File: src/rtl/psum_pkg.sv
// Shared accelerator package: scheduler FSM encoding and drain FIFO depth.
// Imported by the psum buffer scheduler and its drain FIFO.
package psum_pkg;

    typedef enum logic [2:0] {
        S_IDLE  = 3'd0,
        S_CLEAR = 3'd1,
        S_ACCUM = 3'd2,
        S_DRAIN = 3'd3,
        S_FLUSH = 3'd4
    } psum_state_e;

    localparam int FIFO_DEPTH = 2;

endpackage

File: src/rtl/psum_buf_sched_if.sv
// Psum buffer memory port and drain stream bundles.
// master = scheduler side, slave = memory / consumer side.
interface psum_buf_sched_if #(
    parameter int DATA_WIDTH = 32,
    parameter int ADDR_WIDTH = 32
);
    logic [ADDR_WIDTH-1:0] wadd;
    logic                  wren;
    logic [DATA_WIDTH-1:0] idat;
    logic [ADDR_WIDTH-1:0] radd;
    logic                  rden;
    logic [DATA_WIDTH-1:0] odat;
    logic                  ovld;

    modport master (
        output wadd, wren, idat, radd, rden,
        input  odat, ovld
    );
    modport slave (
        input  wadd, wren, idat, radd, rden,
        output odat, ovld
    );
endinterface

interface psum_drn_if #(
    parameter int DATA_WIDTH = 32
);
    logic [DATA_WIDTH-1:0] dat;
    logic                  vld;
    logic                  last;
    logic                  rdy;

    modport master (output dat, vld, last, input rdy);
    modport slave  (input dat, vld, last, output rdy);
endinterface

File: src/rtl/psum_drain_fifo.sv
// Two-entry drain FIFO between buffer read returns and the drain stream.
// Push on a full FIFO is dropped; the scheduler's read credit prevents it.
module psum_drain_fifo
    import psum_pkg::*;
#(
    parameter int WIDTH = 33
) (
    input  logic             clk,
    input  logic             rst,
    input  logic             push,
    input  logic [WIDTH-1:0] din,
    input  logic             pop,
    output logic [WIDTH-1:0] dout,
    output logic             vld,
    output logic [1:0]       cnt
);
    logic [WIDTH-1:0] slot_q [FIFO_DEPTH];
    logic             wp_q;
    logic             rp_q;
    logic [1:0]       cnt_q;
    logic             do_push;
    logic             do_pop;

    assign vld     = cnt_q != 2'd0;
    assign do_push = push && (cnt_q != 2'(FIFO_DEPTH));
    assign do_pop  = pop && vld;
    assign dout    = slot_q[rp_q];
    assign cnt     = cnt_q;

    always_ff @(posedge clk) begin
        if (do_push) slot_q[wp_q] <= din;
    end

    always_ff @(posedge clk) begin
        if (rst) begin
            wp_q  <= 1'b0;
            rp_q  <= 1'b0;
            cnt_q <= 2'd0;
        end else begin
            if (do_push) wp_q <= ~wp_q;
            if (do_pop)  rp_q <= ~rp_q;
            unique case ({do_push, do_pop})
                2'b10:   cnt_q <= cnt_q + 2'd1;
                2'b01:   cnt_q <= cnt_q - 2'd1;
                default: cnt_q <= cnt_q;
            endcase
        end
    end
endmodule

File: src/rtl/psum_buf_sched.sv
// Psum buffer scheduler: clear, accumulate pass-through, ordered drain.
// Define PSUM_BUF_SCHED_CLEAR_EN to build the CLEAR state.
module psum_buf_sched
    import psum_pkg::*;
#(
    parameter int DATA_WIDTH = 32,
    parameter int ADDR_WIDTH = 32,
    parameter int REG_WIDTH  = 32
) (
    input  logic                  clk,
    input  logic                  rst,
    input  logic                  i_start,
    input  logic [REG_WIDTH-1:0]  i_conf_bufdepth,
    input  logic [ADDR_WIDTH-1:0] acc_radd,
    input  logic                  acc_rden,
    input  logic [ADDR_WIDTH-1:0] acc_wadd,
    input  logic                  acc_wren,
    input  logic [DATA_WIDTH-1:0] acc_idat,
    output logic [DATA_WIDTH-1:0] acc_odat,
    output logic                  acc_ovld,
    input  logic                  acc_done,
    psum_buf_sched_if.master      mem,
    psum_drn_if.master            drn,
    output logic                  o_busy,
    output logic                  o_done,
    output logic [2:0]            o_state
);
    psum_state_e           state_q;
    psum_state_e           state_d;
    logic [REG_WIDTH-1:0]  n_q;
    logic [ADDR_WIDTH-1:0] cnt_q;
    logic [ADDR_WIDTH-1:0] last_addr;
    logic                  at_last;
    logic                  rd_pend_q;
    logic                  last_pend_q;
    logic                  done_q;
    logic [1:0]            fifo_cnt;
    logic [2:0]            in_flight;
    logic                  can_issue;
    logic                  fifo_push;
    logic                  fifo_pop;
    logic                  fifo_vld;
    logic [DATA_WIDTH:0]   fifo_head;

    assign last_addr = ADDR_WIDTH'(n_q - REG_WIDTH'(1));
    assign at_last   = cnt_q == last_addr;
    assign in_flight = {1'b0, fifo_cnt} + {2'b00, rd_pend_q};
    assign can_issue = in_flight < 3'(FIFO_DEPTH);
    // Returns only count when we asked for them; stray ovld after reset is dropped.
    assign fifo_push = mem.ovld & rd_pend_q;
    assign fifo_pop  = fifo_vld & drn.rdy;

    always_ff @(posedge clk) begin
        if (rst) state_q <= S_IDLE;
        else     state_q <= state_d;
    end

    always_comb begin
        state_d = state_q;
        unique case (state_q)
            S_IDLE: begin
                if (i_start && i_conf_bufdepth != '0)
`ifdef PSUM_BUF_SCHED_CLEAR_EN
                    state_d = S_CLEAR;
`else
                    state_d = S_ACCUM;
`endif
            end
            S_CLEAR: if (at_last) state_d = S_ACCUM;
            S_ACCUM: if (acc_done && !acc_wren) state_d = S_DRAIN;
            S_DRAIN: if (can_issue && at_last) state_d = S_FLUSH;
            S_FLUSH: if (fifo_cnt == 2'd0 && !rd_pend_q) state_d = S_IDLE;
            default: state_d = S_IDLE;
        endcase
    end

    always_comb begin
        mem.wadd = '0;
        mem.wren = 1'b0;
        mem.idat = '0;
        mem.radd = '0;
        mem.rden = 1'b0;
        acc_odat = '0;
        acc_ovld = 1'b0;
        unique case (state_q)
            S_CLEAR: begin
                mem.wren = 1'b1;
                mem.wadd = cnt_q;
            end
            S_ACCUM: begin
                mem.wadd = acc_wadd;
                mem.wren = acc_wren;
                mem.idat = acc_idat;
                mem.radd = acc_radd;
                mem.rden = acc_rden;
                acc_odat = mem.odat;
                acc_ovld = mem.ovld;
            end
            S_DRAIN: begin
                mem.rden = can_issue;
                mem.radd = cnt_q;
            end
            default: ;
        endcase
    end

    always_ff @(posedge clk) begin
        if (rst) begin
            n_q         <= '0;
            cnt_q       <= '0;
            rd_pend_q   <= 1'b0;
            last_pend_q <= 1'b0;
            done_q      <= 1'b0;
        end else begin
            rd_pend_q   <= mem.rden && state_q == S_DRAIN;
            last_pend_q <= mem.rden && state_q == S_DRAIN && at_last;
            done_q      <= (state_q == S_IDLE && i_start &&
                            i_conf_bufdepth == '0) ||
                           (state_q == S_FLUSH && state_d == S_IDLE);
            if (state_q == S_IDLE && i_start) n_q <= i_conf_bufdepth;
            if (state_d != state_q &&
                (state_d == S_CLEAR || state_d == S_DRAIN))
                cnt_q <= '0;
            else if ((state_q == S_CLEAR) ||
                     (state_q == S_DRAIN && mem.rden))
                cnt_q <= cnt_q + ADDR_WIDTH'(1);
        end
    end

    psum_drain_fifo #(.WIDTH(DATA_WIDTH + 1)) u_fifo (
        .clk  (clk),
        .rst  (rst),
        .push (fifo_push),
        .din  ({last_pend_q, mem.odat}),
        .pop  (fifo_pop),
        .dout (fifo_head),
        .vld  (fifo_vld),
        .cnt  (fifo_cnt)
    );

    assign drn.vld  = fifo_vld;
    assign drn.dat  = fifo_head[DATA_WIDTH-1:0];
    assign drn.last = fifo_vld & fifo_head[DATA_WIDTH];
    assign o_busy   = state_q != S_IDLE;
    assign o_done   = done_q;
    assign o_state  = state_q;
endmodule
File: src/flat_wrapper.sv
// flat-port wrapper written by rule: the top's interface ports become plain ports
module psum_buf_sched_flat import psum_pkg::*;
#(
    parameter int DATA_WIDTH = 32,
    parameter int ADDR_WIDTH = 32,
    parameter int REG_WIDTH  = 32
)
  (clk, rst, i_start, i_conf_bufdepth, acc_radd, acc_rden, acc_wadd, acc_wren, acc_idat, acc_odat, acc_ovld, acc_done, o_busy, o_done, o_state, mem_wadd, mem_wren, mem_idat, mem_radd, mem_rden, mem_odat, mem_ovld, drn_dat, drn_vld, drn_last, drn_rdy);
  psum_buf_sched_if #(.DATA_WIDTH(DATA_WIDTH), .ADDR_WIDTH(ADDR_WIDTH)) mem_i ();
  psum_drn_if #(.DATA_WIDTH(DATA_WIDTH)) drn_i ();
  input  logic clk;
  input  logic rst;
  input  logic i_start;
  input  logic [REG_WIDTH-1:0] i_conf_bufdepth;
  input  logic [ADDR_WIDTH-1:0] acc_radd;
  input  logic acc_rden;
  input  logic [ADDR_WIDTH-1:0] acc_wadd;
  input  logic acc_wren;
  input  logic [DATA_WIDTH-1:0] acc_idat;
  output logic [DATA_WIDTH-1:0] acc_odat;
  output logic acc_ovld;
  input  logic acc_done;
  output logic o_busy;
  output logic o_done;
  output logic [2:0] o_state;
  output wire logic [$bits(mem_i.wadd)-1:0] mem_wadd;
  output wire logic [$bits(mem_i.wren)-1:0] mem_wren;
  output wire logic [$bits(mem_i.idat)-1:0] mem_idat;
  output wire logic [$bits(mem_i.radd)-1:0] mem_radd;
  output wire logic [$bits(mem_i.rden)-1:0] mem_rden;
  input wire logic [$bits(mem_i.odat)-1:0] mem_odat;
  input wire logic [$bits(mem_i.ovld)-1:0] mem_ovld;
  output wire logic [$bits(drn_i.dat)-1:0] drn_dat;
  output wire logic [$bits(drn_i.vld)-1:0] drn_vld;
  output wire logic [$bits(drn_i.last)-1:0] drn_last;
  input wire logic [$bits(drn_i.rdy)-1:0] drn_rdy;
  assign mem_wadd = mem_i.wadd;
  assign mem_wren = mem_i.wren;
  assign mem_idat = mem_i.idat;
  assign mem_radd = mem_i.radd;
  assign mem_rden = mem_i.rden;
  assign mem_i.odat = mem_odat;
  assign mem_i.ovld = mem_ovld;
  assign drn_dat = drn_i.dat;
  assign drn_vld = drn_i.vld;
  assign drn_last = drn_i.last;
  assign drn_i.rdy = drn_rdy;
  psum_buf_sched #(.DATA_WIDTH(DATA_WIDTH), .ADDR_WIDTH(ADDR_WIDTH), .REG_WIDTH(REG_WIDTH)) u_core (.clk(clk), .rst(rst), .i_start(i_start), .i_conf_bufdepth(i_conf_bufdepth), .acc_radd(acc_radd), .acc_rden(acc_rden), .acc_wadd(acc_wadd), .acc_wren(acc_wren), .acc_idat(acc_idat), .acc_odat(acc_odat), .acc_ovld(acc_ovld), .acc_done(acc_done), .mem(mem_i), .drn(drn_i), .o_busy(o_busy), .o_done(o_done), .o_state(o_state));
endmodule
File: config.mk
export PLATFORM = sky130hd
export DESIGN_NAME = psum_buf_sched_flat
export DESIGN_NICKNAME = d
export VERILOG_FILES = /design/src/rtl/psum_pkg.sv /design/src/rtl/psum_buf_sched_if.sv /design/src/rtl/psum_drain_fifo.sv /design/src/rtl/psum_buf_sched.sv /design/src/flat_wrapper.sv
export SDC_FILE = /design/constraint.sdc
export NUM_CORES = 1
export LEC_CHECK = 0
export ABC_AREA = 1
export CAP_MARGIN = 30
export CORE_MARGIN = 1
export CORE_UTILIZATION = 35
export CTS_BUF_LIST = sky130_fd_sc_hd__clkbuf_2 sky130_fd_sc_hd__clkbuf_4 sky130_fd_sc_hd__clkbuf_8
export DETAILED_ROUTE_END_ITERATION = 8
export GPL_ROUTABILITY_DRIVEN = 0
export PLACE_DENSITY_LB_ADDON = 0.08
export SLEW_MARGIN = 40
export SYNTH_ARGS = -nofsm -noshare
export SYNTH_HDL_FRONTEND = slang
export SYNTH_SLANG_ARGS = --single-unit
File: constraint.sdc
create_clock -name clk -period 4 [get_ports clk]
set_clock_uncertainty 0.15 [all_clocks]
set_input_delay 0.6 -clock clk [delete_from_list [all_inputs] [get_ports clk]]
set_output_delay 0.6 -clock clk [all_outputs]
set_load 0.01 [all_outputs]
[Yosys cells after proc, flatten, opt, wreduce, memory -nomap -nowiden]
Memories as Yosys holds them, arrays and structs flattened. A register that Yosys moved wholly into a read port is not among the register bits.
Cells that the tools add are included.
Widths: inputs -> output; s select.
Storage, ports and cells
  word-level logic and storage cells: 76
  bits of input ports: 168
  bits in writable memories: 66
  register bits: 74
  memories kept: 1
  output and inout port bits: 170
Cells by class
  order comparisons: 1
  reduce and logical (&&, ||, !) cells: 26
  muxes and demuxes: 18
  $add $sub $neg: 5
  bitwise logic cells: 5
  equality and inequality tests: 11
Memories
  u_core.u_fifo.slot_q: words 2, width 33, rd ports 1, clocked after memory_dff 1, write ports 1, line psum_drain_fifo.sv:17  | logic [WIDTH-1:0] slot_q [FIFO_DEPTH];
Operator list (count)
  $pmux 32 s2: 2
  $mux 32: 2
  $add 32x1->32 const B: 1
  $eq 32x32->1: 1
  $logic_not 32->1: 1
  $reduce_bool 32->1: 1
  $sub 32x1->32 const B: 1
  $mux 3: 5
  $pmux 3 s5: 1
  $logic_and 1x1->1: 12
  $eq 3x2->1 const B: 3
  $eq 3x1->1 const B: 2
  $logic_not 3->1: 2
  $mux 1: 5
  $pmux 1 s2: 2
  $pmux 2 s2: 1
  $reduce_bool 2->1: 2
  $add 2x1->3: 1
  $and 1x1->1: 3
  $eq 3x3->1 const B: 1
  $logic_or 1x1->1: 3
  $lt 3x2->1 const B: 1
  $ne 3x3->1: 1
  $reduce_bool 3->1: 1
  other kinds (9): 11

[Longest topological paths before layout]
Gate-level depths: netlist (run 1).
  word-level depth: 9
  mapped depth: 16
  mapped depth without buffers: 16

[By module]
From an unflattened synthesis (run 1), not the netlist that was laid out.
Unflattened totals
  cells, all modules: 1217
  area total of the unflattened synthesis: 8863.5 um^2
By module, submodules not included
  psum_buf_sched: instances 1, area an instance 6079.6 um^2, cells an instance 1076
  psum_drain_fifo: instances 1, area an instance 2783.9 um^2, cells an instance 141

[Worst setup path before layout (run 1)]
Ideal clock, no wire load.
  path kind: in2reg
  start point: in mem_ovld
  end point: mem u_core.u_fifo.slot_q[1][0] (enable)
  slack: 1001 ps
  buffers on the path: 0
  stages: 4
  arrival: 2425 ps
  path through: inv_1 > a211oi_1 > inv_1 > nor2_1
Between the ends
  longest elaborated chain between the ends: 4
Ends and longest elaborated chain
  start, declared: line flat_wrapper.sv:32  | input wire logic [$bits(mem_i.ovld)-1:0] mem_ovld;
  $and 1x1->1: line psum_buf_sched.sv:50  | assign fifo_push = mem.ovld & rd_pend_q;
  $logic_and 1x1->1: line psum_drain_fifo.sv:25  | assign do_push = push && (cnt_q != 2'(FIFO_DEPTH));
  $mux 1: line psum_drain_fifo.sv:31  | if (do_push) slot_q[wp_q] <= din;
  $mux 1 (not written as such): line psum_drain_fifo.sv:31
  end, declared: line psum_drain_fifo.sv:17
No other way between the ends.

[Final worst setup path (run 1)]
  start point: reg u_core.state_q[2], in the netlist u_core.o_state[2]
  end point: out mem_radd[25]
Between the ends
  longest elaborated chain between the ends: 2
Ends and longest elaborated chain
  start, declared: line psum_buf_sched.sv:28  | psum_state_e state_q;
  start signal, assigned: line psum_buf_sched.sv:55  | else state_q <= state_d;
  $eq 3x2->1: line psum_buf_sched.sv:85  | unique case (state_q)
  $pmux 32 s2 (*): line psum_buf_sched.sv:85
  end, declared: line flat_wrapper.sv:29  | output wire logic [$bits(mem_i.radd)-1:0] mem_radd;
Every way passes the cells marked *; elsewhere a longest branch is shown, timed or not.

==> flow_summary.ini, run 1 <==
[cts]
post_cts_resized = 0
post_cts_buffers = 0
cts_root_buf = clkbuf_8
cts_made_buffers = 17
clock_sinks = 141
cts_hold_buf = 0
clock_latency_ns = 0.46
cts_tree = built
cts_buffer_depth = 2
cts.reportedPaths.clkPinSlew_ns = 0.09
htreeDepth = 4

[die]
start_util = 0.355
die_area_sq_um = 25200
rows = 57
core-area_sq_um = 24200
boundaryPins = 338
die_x_microns = 159
dieHeight_microns = 159

[timing]
rsz0062_at_grt = false
clock.fmax_mhz = 275
final_hold_viol_count = 0
fin_setup_tns_ns = 0
period_share = 0.909
slew-limit-headroom = 0.503
setup-violations-final = 0
setup_ws_ns = 0.364
period_minus_slack_ns = 3.64
worst_pin_slew_ns = 0.741
slew_viol_final = 0

[placed_design]
io_buffers = 337
placed_area_sq_um = 12300
dp_hpwl_microns = 22500
place_ws_ns = 1.16

[global_route]
grt.total_usage = 0.225
grt_pass1_vias = 8195
grt_pass1_wl_microns = 44700
overflow = 0
antenna_found_initial = 0
grt_max_degree = 67

[logic_synthesis]
synth_cells = 1196
synth-seq-area-share = 0.405
synth_nets = 1367
syn_avg_cell_area_sq_um = 7.20
synth.distinct_cells = 43
ys_ff_latch = 141
ys_warn_count = 0
syn_area_sq_um = 8610

[drt]
vias_per_cell = 4.68
drt_wl_total_microns = 28400
drc = 0
dr.pass1.iters = 7
antenna_left = 0
drt-wirelength-per-cell_microns = 15.3
route.vias.total = 8696
first_iter_violations = 477

[critical_path]
slowest_stage = clkinv_1
worst_setup_path_start_kind = register
cp.required_ns = 3.25
cp.arrival_ns = 2.89
path_max_fanout = 32
crit_chain = inv_2 -> nand2_1 -> nor2_4 -> clkinv_1 -> o21ai_0 -> clkdlybuf4s50_1
cp_slowest_stage_delay_ns = 0.63
path_class = register to primary output
critPathCaptureType = primary output

[layout]
num_antenna_cells = 0
nFillCells = 2414
nNetsFinal = 1692
area_growth_pct = 47.7
final_cell_mix = clkdlybuf4s50_1, nand2_1, inv_1, nor2_1, o21ai_0
layout-drive-gt1-share = 0.0900
fin_util = 0.524
layout_commonest_cell = clkdlybuf4s50_1
final_area_sq_um = 12700

[power]
p_leak_nw = 5.03
irDropWorstVdd_mv = 0.188
power_density_nw_per_um2 = 295

[status]
status = finished clean

[run]
drv_cap = 0

[worst_hold_path]
hold_class = register to register
## cell families (layout without fill, tap and decap cells)
logic type	Yosys count	in the layout	synth area share
adders and majority gates	3	3	0.00436
buffers and inverters	221	559	0.0967
DFF	141	141	0.405
and+or+nand+nor	587	587	0.303
xor gates and xnor gates	46	46	0.0477
AOI/OAI and AO/OA	166	166	0.101
muxes	32	32	0.0419
## sequential cells by signal (all words and copies together) (netlist names), named ones only
register              cells
u_core.last_pend_q        1
u_core.u_fifo.cnt         2
u_core.rd_pend_q          1
u_core.u_fifo.slot_q     66
u_core.cnt_q             32
u_core.u_fifo.wp_q        1
u_core.o_state            3
u_core.o_done             1
u_core.u_fifo.rp_q        1
u_core.n_q               32
## layer usage
metal / track usage / share of wire / up-vias / wire, microns
met2: 0.388 / 0.50 / 230 / 14200
met4: 0.0552 / 0.013 / 0 / 363
met5: 0 / 0 / - / 0
li1: - / - / 4479 / -
met3: 0.0397 / 0.044 / 25 / 1240
met1: 0.290 / 0.44 / 3962 / 12600
## cell usage after synthesis (all sizes together)
library cell	number	area, sq um
a21oi	61	313
edfxtp	66	1980
or2	3	18.8
o21bai	1	7.51
o21ai	93	473
clkinv	2	7.51
nor2	191	837
a31oi	2	12.5
dfxtp	75	1500
o22ai	1	6.26
nor4	13	81.3
a211oi	4	30.0
nand3	38	205
mux2	32	360
nor3b	5	42.5
ha	3	37.5
nand3b	5	37.5
nor3	26	145
nand4	19	138
o31ai	2	15.0
clkbuf	35	131
o211ai	2	15.0
and2	1	6.26
xor2	34	305
buf	6	25.0
xnor2	12	105
inv	178	668
nand2	286	1100
## final timing paths
check                                        start                     endpoint  slack (ns)  cells past startpoint
worst max-delay path             u_core.o_state[2]                 mem_radd[25]        0.36                      6
worst min-delay path            u_core.last_pend_q  u_core.u_fifo.slot_q[0][32]        0.29                      0
worst min register to register  u_core.last_pend_q  u_core.u_fifo.slot_q[0][32]        0.29                      0
worst max register to register   u_core.o_state[0]             u_core.cnt_q[31]        1.31                     11
## critical path: cells and delay by family (launching register included)
kind / cells / cell delay [ns]
AO/OA/AOI/OAI: 1 / 0.44
buffers and inverters: 3 / 1.30
flip-flops: 1 / 0.37
AND/OR/NAND/NOR: 2 / 0.32
## metrics by stage
step	power [mW]	hold WS, ns	instances
after CTS	3.79	0.288	1858
after floorplan	2.17	0.254	1196
after detailed placement	2.70	0.268	1826
after global placement	2.69	0.260	1826
final	3.76	0.289	1858
after global routing	3.97	0.312	1858
## where the power goes
part	switching, mW	total, mW	internal [mW]
clock	0.630	1.09	0.458
combinational	0.576	1.09	0.511
sequential	0.0430	1.58	1.54
## final cells by class
class / count / area (sq um) / area share
multi-input cells: 834 / 4320 / 0.340
flip-flops and latches: 141 / 3480 / 0.274
repair buffers: 347 / 3460 / 0.272
inverters: 180 / 676 / 0.0532
well taps: 324 / 405 / 0.0319
clock buffers: 18 / 241 / 0.0190
clock inverters: 14 / 129 / 0.0101
No activity file was read; power rests on OpenSTA's default activity.
==> run 2, diff against run 1 <==
Settings changed: SLEW_MARGIN 40 to 10.
==> flow_summary.ini, run 2 (synthesis gave the netlist of run 1 again) <==
[status]
status = finished clean

[power]
power_density_nw_per_um2 = 296
irDropWorstVdd_mv = 0.188
p_leak_nw = 5.03
p_clk_frac = 0.290
comb_power_share = 0.290
p_switching_mw = 1.25
total_power_mw = 3.76
p_seq_frac = 0.421
sw_frac_of_total = 0.333
internal_power_mw = 2.51

[drt]
dr.pass1.iters = 7
drt-wirelength-per-cell_microns = 15.3
vias_per_cell = 4.68
route.vias.total = 8694
antenna_left = 0
drt_wl_total_microns = 28400
first_iter_violations = 477
drc = 0

[critical_path]
critPathCaptureType = primary output
cp.arrival_ns = 2.58
crit_chain = inv_2 -> nand2_1 -> nor2_4 -> buf_4 -> nand2_1 -> o21ai_0 -> clkdlybuf4s50_1
path_class = register to primary output
worst_setup_path_start_kind = register
cp.required_ns = 3.25
slowest_stage = clkdlybuf4s50_1
path_max_fanout = 66
ff2ff_setup_slack_ns = 1.32
cp_slowest_stage_delay_ns = 0.61
crit_top_cell = nand2_1

[layout]
final_cell_mix = clkdlybuf4s50_1, nand2_1, inv_1, nor2_1, o21ai_0
num_antenna_cells = 0
regMostFlops = u_core.u_fifo.slot_q
nFillCells = 2414
nNetsFinal = 1692
layout_commonest_cell = clkdlybuf4s50_1
layout-drive-gt1-share = 0.0900
reg.largest.list = u_core.u_fifo.slot_q: 66 flops, u_core.cnt_q: 32 flops, u_core.n_q: 32 flops
area_growth_pct = 47.7
largest_reg_flops = 66

[cts]
cts_made_buffers = 17
htreeDepth = 4
clock_sinks = 141
post_cts_buffers = 0
cts_root_buf = clkbuf_8
cts.reportedPaths.clkPinSlew_ns = 0.09
post_cts_resized = 0
clock_latency_ns = 0.46
cts_tree = built
cts_hold_buf = 0
cts_buffer_depth = 2

[die]
start_util = 0.355
die_x_microns = 159
die_area_sq_um = 25200
rows = 57
dieHeight_microns = 159
core-area_sq_um = 24200
boundaryPins = 338

[global_route]
grt_max_degree = 67
antenna_found_initial = 0
overflow = 0
grt_pass1_wl_microns = 44700
grt_pass1_vias = 8195
grt.total_usage = 0.225

[timing]
slew_viol_final = 0
fin_setup_tns_ns = 0
slew-limit-headroom = 0.442
final_hold_viol_count = 0
worst_pin_slew_ns = 0.836
period_minus_slack_ns = 3.33
rsz0062_at_grt = false
period_share = 0.832
setup-violations-final = 0
clock.fmax_mhz = 300

[worst_hold_path]
hold_class = register to register

[run]
drv_cap = 0

[placed_design]
dp_hpwl_microns = 22500
io_buffers = 337
-- run 2: cell count changes in the layout (fill, tap and decap cells not counted) --
| cell | delta |
|---|---|
| inv_1 | +1 |
| clkinv_1 | -1 |
-- run 2: cell type report --
cell class,instances,area (sq um),area share
multi-input combinational,834,4320,0.340
sequential,141,3480,0.274
timing repair buffer,347,3460,0.272
inverter,180,676,0.0532
tap,324,405,0.0319
clock buffer,18,241,0.0190
clock inverter,14,129,0.0101
-- run 2: critical path, delay by kind of cell, from the launching register on --
kind / cells / cell delay [ns]
AO/OA/AOI/OAI: 1 / 0.13
buffers and inverters: 3 / 1.23
AND/OR/NAND/NOR: 3 / 0.35
flip-flops: 1 / 0.37
-- run 2: stage by stage --
step	cells	worst slack, ns	area, sq um	hold WS, ns	utilization
finish	1858	0.670	12700	0.289	0.524
floorplan	1196	1.00	8610	0.254	-
global placement	1826	1.10	12300	0.260	0.509
global route	1858	0.464	12700	0.312	0.524
CTS	1858	0.635	12700	0.288	0.524
detailed placement	1826	1.16	12300	0.268	0.509
-- run 2: power by group through the flow --
stage / clock, mW / combinational (mW) / sequential (mW)
CTS: 1.12 / 1.09 / 1.58
floorplan: 0 / 0.571 / 1.60
detailed placement: 0 / 1.08 / 1.61
global route: 1.19 / 1.19 / 1.59
global placement: 0 / 1.08 / 1.61
finish: 1.09 / 1.09 / 1.58
-- run 2: path summary, 6_finish.rpt --
kind | startpoint | endpoint | cells after the start
min | u_core.last_pend_q | u_core.u_fifo.slot_q[0][32] | 0
max | u_core.o_state[2] | mem_wadd[22] | 7
max reg2reg | u_core.o_state[0] | u_core.cnt_q[31] | 11
min reg2reg | u_core.last_pend_q | u_core.u_fifo.slot_q[0][32] | 0
-- run 2: metal layers --
metal | global-route usage | share of wire
met4 | 0.0552 | 0.013
met2 | 0.388 | 0.50
met1 | 0.290 | 0.45
met5 | 0 | 0
met3 | 0.0397 | 0.043
==> run 3, diff against run 2 <==
Clock period 4 ns to 3.4 ns, I/O delays scaled along.
==> flow_summary.ini, run 3 (synthesis gave the netlist of run 1 again) <==
[layout]
largest_reg_flops = 66
final_cell_mix = clkdlybuf4s50_1, nand2_1, inv_1, nor2_1, o21ai_0
nFillCells = 2384
regMostFlops = u_core.u_fifo.slot_q
layout-drive-gt1-share = 0.0906
regArea_sq_um = 3480
nNetsFinal = 1693
final_area_sq_um = 12700
reg.largest.list = u_core.u_fifo.slot_q: 66 flops, u_core.cnt_q: 32 flops, u_core.n_q: 32 flops
num_antenna_cells = 0
area_growth_pct = 48.1
multiInputGateArea_sq_um = 4320
layout_commonest_cell = clkdlybuf4s50_1

[cts]
cts.reportedPaths.clkPinSlew_ns = 0.09
cts_made_buffers = 17
clock_latency_ns = 0.45
htreeDepth = 4
clock_sinks = 141
cts_root_buf = clkbuf_8
cts_buffer_depth = 2
cts_tree = built
post_cts_buffers = 0

[timing]
setup-violations-final = 0
slew-limit-headroom = 0.494
holdWs_ns = 0.296
period_minus_slack_ns = 3.09
final_hold_viol_count = 0
slew_viol_final = 0
rsz0062_at_grt = false
worst_pin_slew_ns = 0.753
setup_ws_ns = 0.310
period_share = 0.909
clock.fmax_mhz = 324
fin_setup_tns_ns = 0

[drt]
drc = 0
drt-wirelength-per-cell_microns = 15.4
vias_per_cell = 4.69
first_iter_violations = 561
antenna_left = 0
dr.pass1.iters = 5
drt_wl_total_microns = 28600
route.vias.total = 8713

[placed_design]
dp_hpwl_microns = 22600
io_buffers = 337
place_ws_ns = 0.666
placed_area_sq_um = 12400

[worst_hold_path]
hold_class = register to register

[power]
p_seq_frac = 0.416
power_density_nw_per_um2 = 351
p_leak_nw = 5.05
p_switching_mw = 1.52
internal_power_mw = 2.96
sw_frac_of_total = 0.339
p_clk_frac = 0.297
irDropWorstVdd_mv = 0.219
total_power_mw = 4.47
comb_power_share = 0.287

[global_route]
grt_max_degree = 67
grt_pass1_vias = 8135
grt_pass1_wl_microns = 45100
antenna_found_initial = 0
overflow = 0
grt.total_usage = 0.225

[critical_path]
crit_chain = nand2_1 -> nor2_4 -> buf_6 -> nand2_1 -> o21ai_0 -> clkdlybuf4s50_1
crit_top_cell = nand2_1
cp_slowest_stage_delay_ns = 0.60
slowest_stage = clkdlybuf4s50_1
worst_setup_path_start_kind = register
path_class = register to primary output
critPathCaptureType = primary output
cp.required_ns = 2.74
path_max_fanout = 66
ff2ff_setup_slack_ns = 0.73
cp.arrival_ns = 2.43

[die]
start_util = 0.355
rows = 57
core-area_sq_um = 24200
dieHeight_microns = 159
boundaryPins = 338
die_x_microns = 159
die_area_sq_um = 25200

[status]
status = finished clean

[run]
drv_cap = 0
run 3: changes by cell type in the layout (fill, tap and decap cells not counted), sizes merged:
cell / delta
clkbuf: -1
buf: +1
clkinvlp: -1
inv: +1
clkinv: +1
run 3: repair_timing:
| item | in CTS | in global routing |
|---|---|---|
| resized for setup | 0 | 1 |
| hold buffers | 0 | 0 |
| setup endpoints to repair | 0 | 4 |
run 3: area by class of cell:
cell class,instances,share of cell area
Timing Repair Buffer,348,0.273
Sequential cell,141,0.273
Tap cell,324,0.0318
Inverter,180,0.0530
Clock buffer,17,0.0184
Multi-Input combinational cell,834,0.339
Clock inverter,15,0.0118
run 3: power by group through the flow:
| stage | combinational [mW] | sequential (mW) | clock [mW] |
|---|---|---|---|
| after global placement | 1.27 | 1.90 | 0 |
| final | 1.28 | 1.86 | 1.33 |
| after global routing | 1.41 | 1.87 | 1.44 |
| after detailed placement | 1.27 | 1.90 | 0 |
| after floorplan | 0.672 | 1.88 | 0 |
| after CTS | 1.28 | 1.86 | 1.37 |
run 3: metrics by stage:
| stage | util | instances |
|---|---|---|
| CTS | 0.526 | 1859 |
| finish | 0.526 | 1859 |
| floorplan | - | 1196 |
| detailed placement | 0.510 | 1827 |
| global route | 0.526 | 1859 |
| global placement | 0.510 | 1827 |
run 3: worst paths after layout:
kind | start | endpoint | cells past startpoint
max | u_core.o_state[1] | mem_wadd[10] | 6
min | u_core.last_pend_q | u_core.u_fifo.slot_q[1][32] | 0
max reg2reg | u_core.n_q[0] | u_core.last_pend_q | 12
min reg2reg | u_core.last_pend_q | u_core.u_fifo.slot_q[1][32] | 0
run 3: critical path, delay by kind of cell, from the launching register on:
kind                   cells  cell delay (ns)
DFF                        1             0.43
AOI/OAI and AO/OA          1             0.14
and+or+nand+nor            3             0.39
buffers and inverters      2             0.98
run 3: per-layer routing:
layer | wire length (microns) | GRT usage | part of all wire | vias to the layer above
met1 | 12800 | 0.293 | 0.45 | 3974
met4 | 470 | 0.0556 | 0.016 | 0
met2 | 14200 | 0.392 | 0.50 | 225
met3 | 1180 | 0.0313 | 0.041 | 31
met5 | 0 | 0 | 0 | -
li1 | - | - | - | 4483
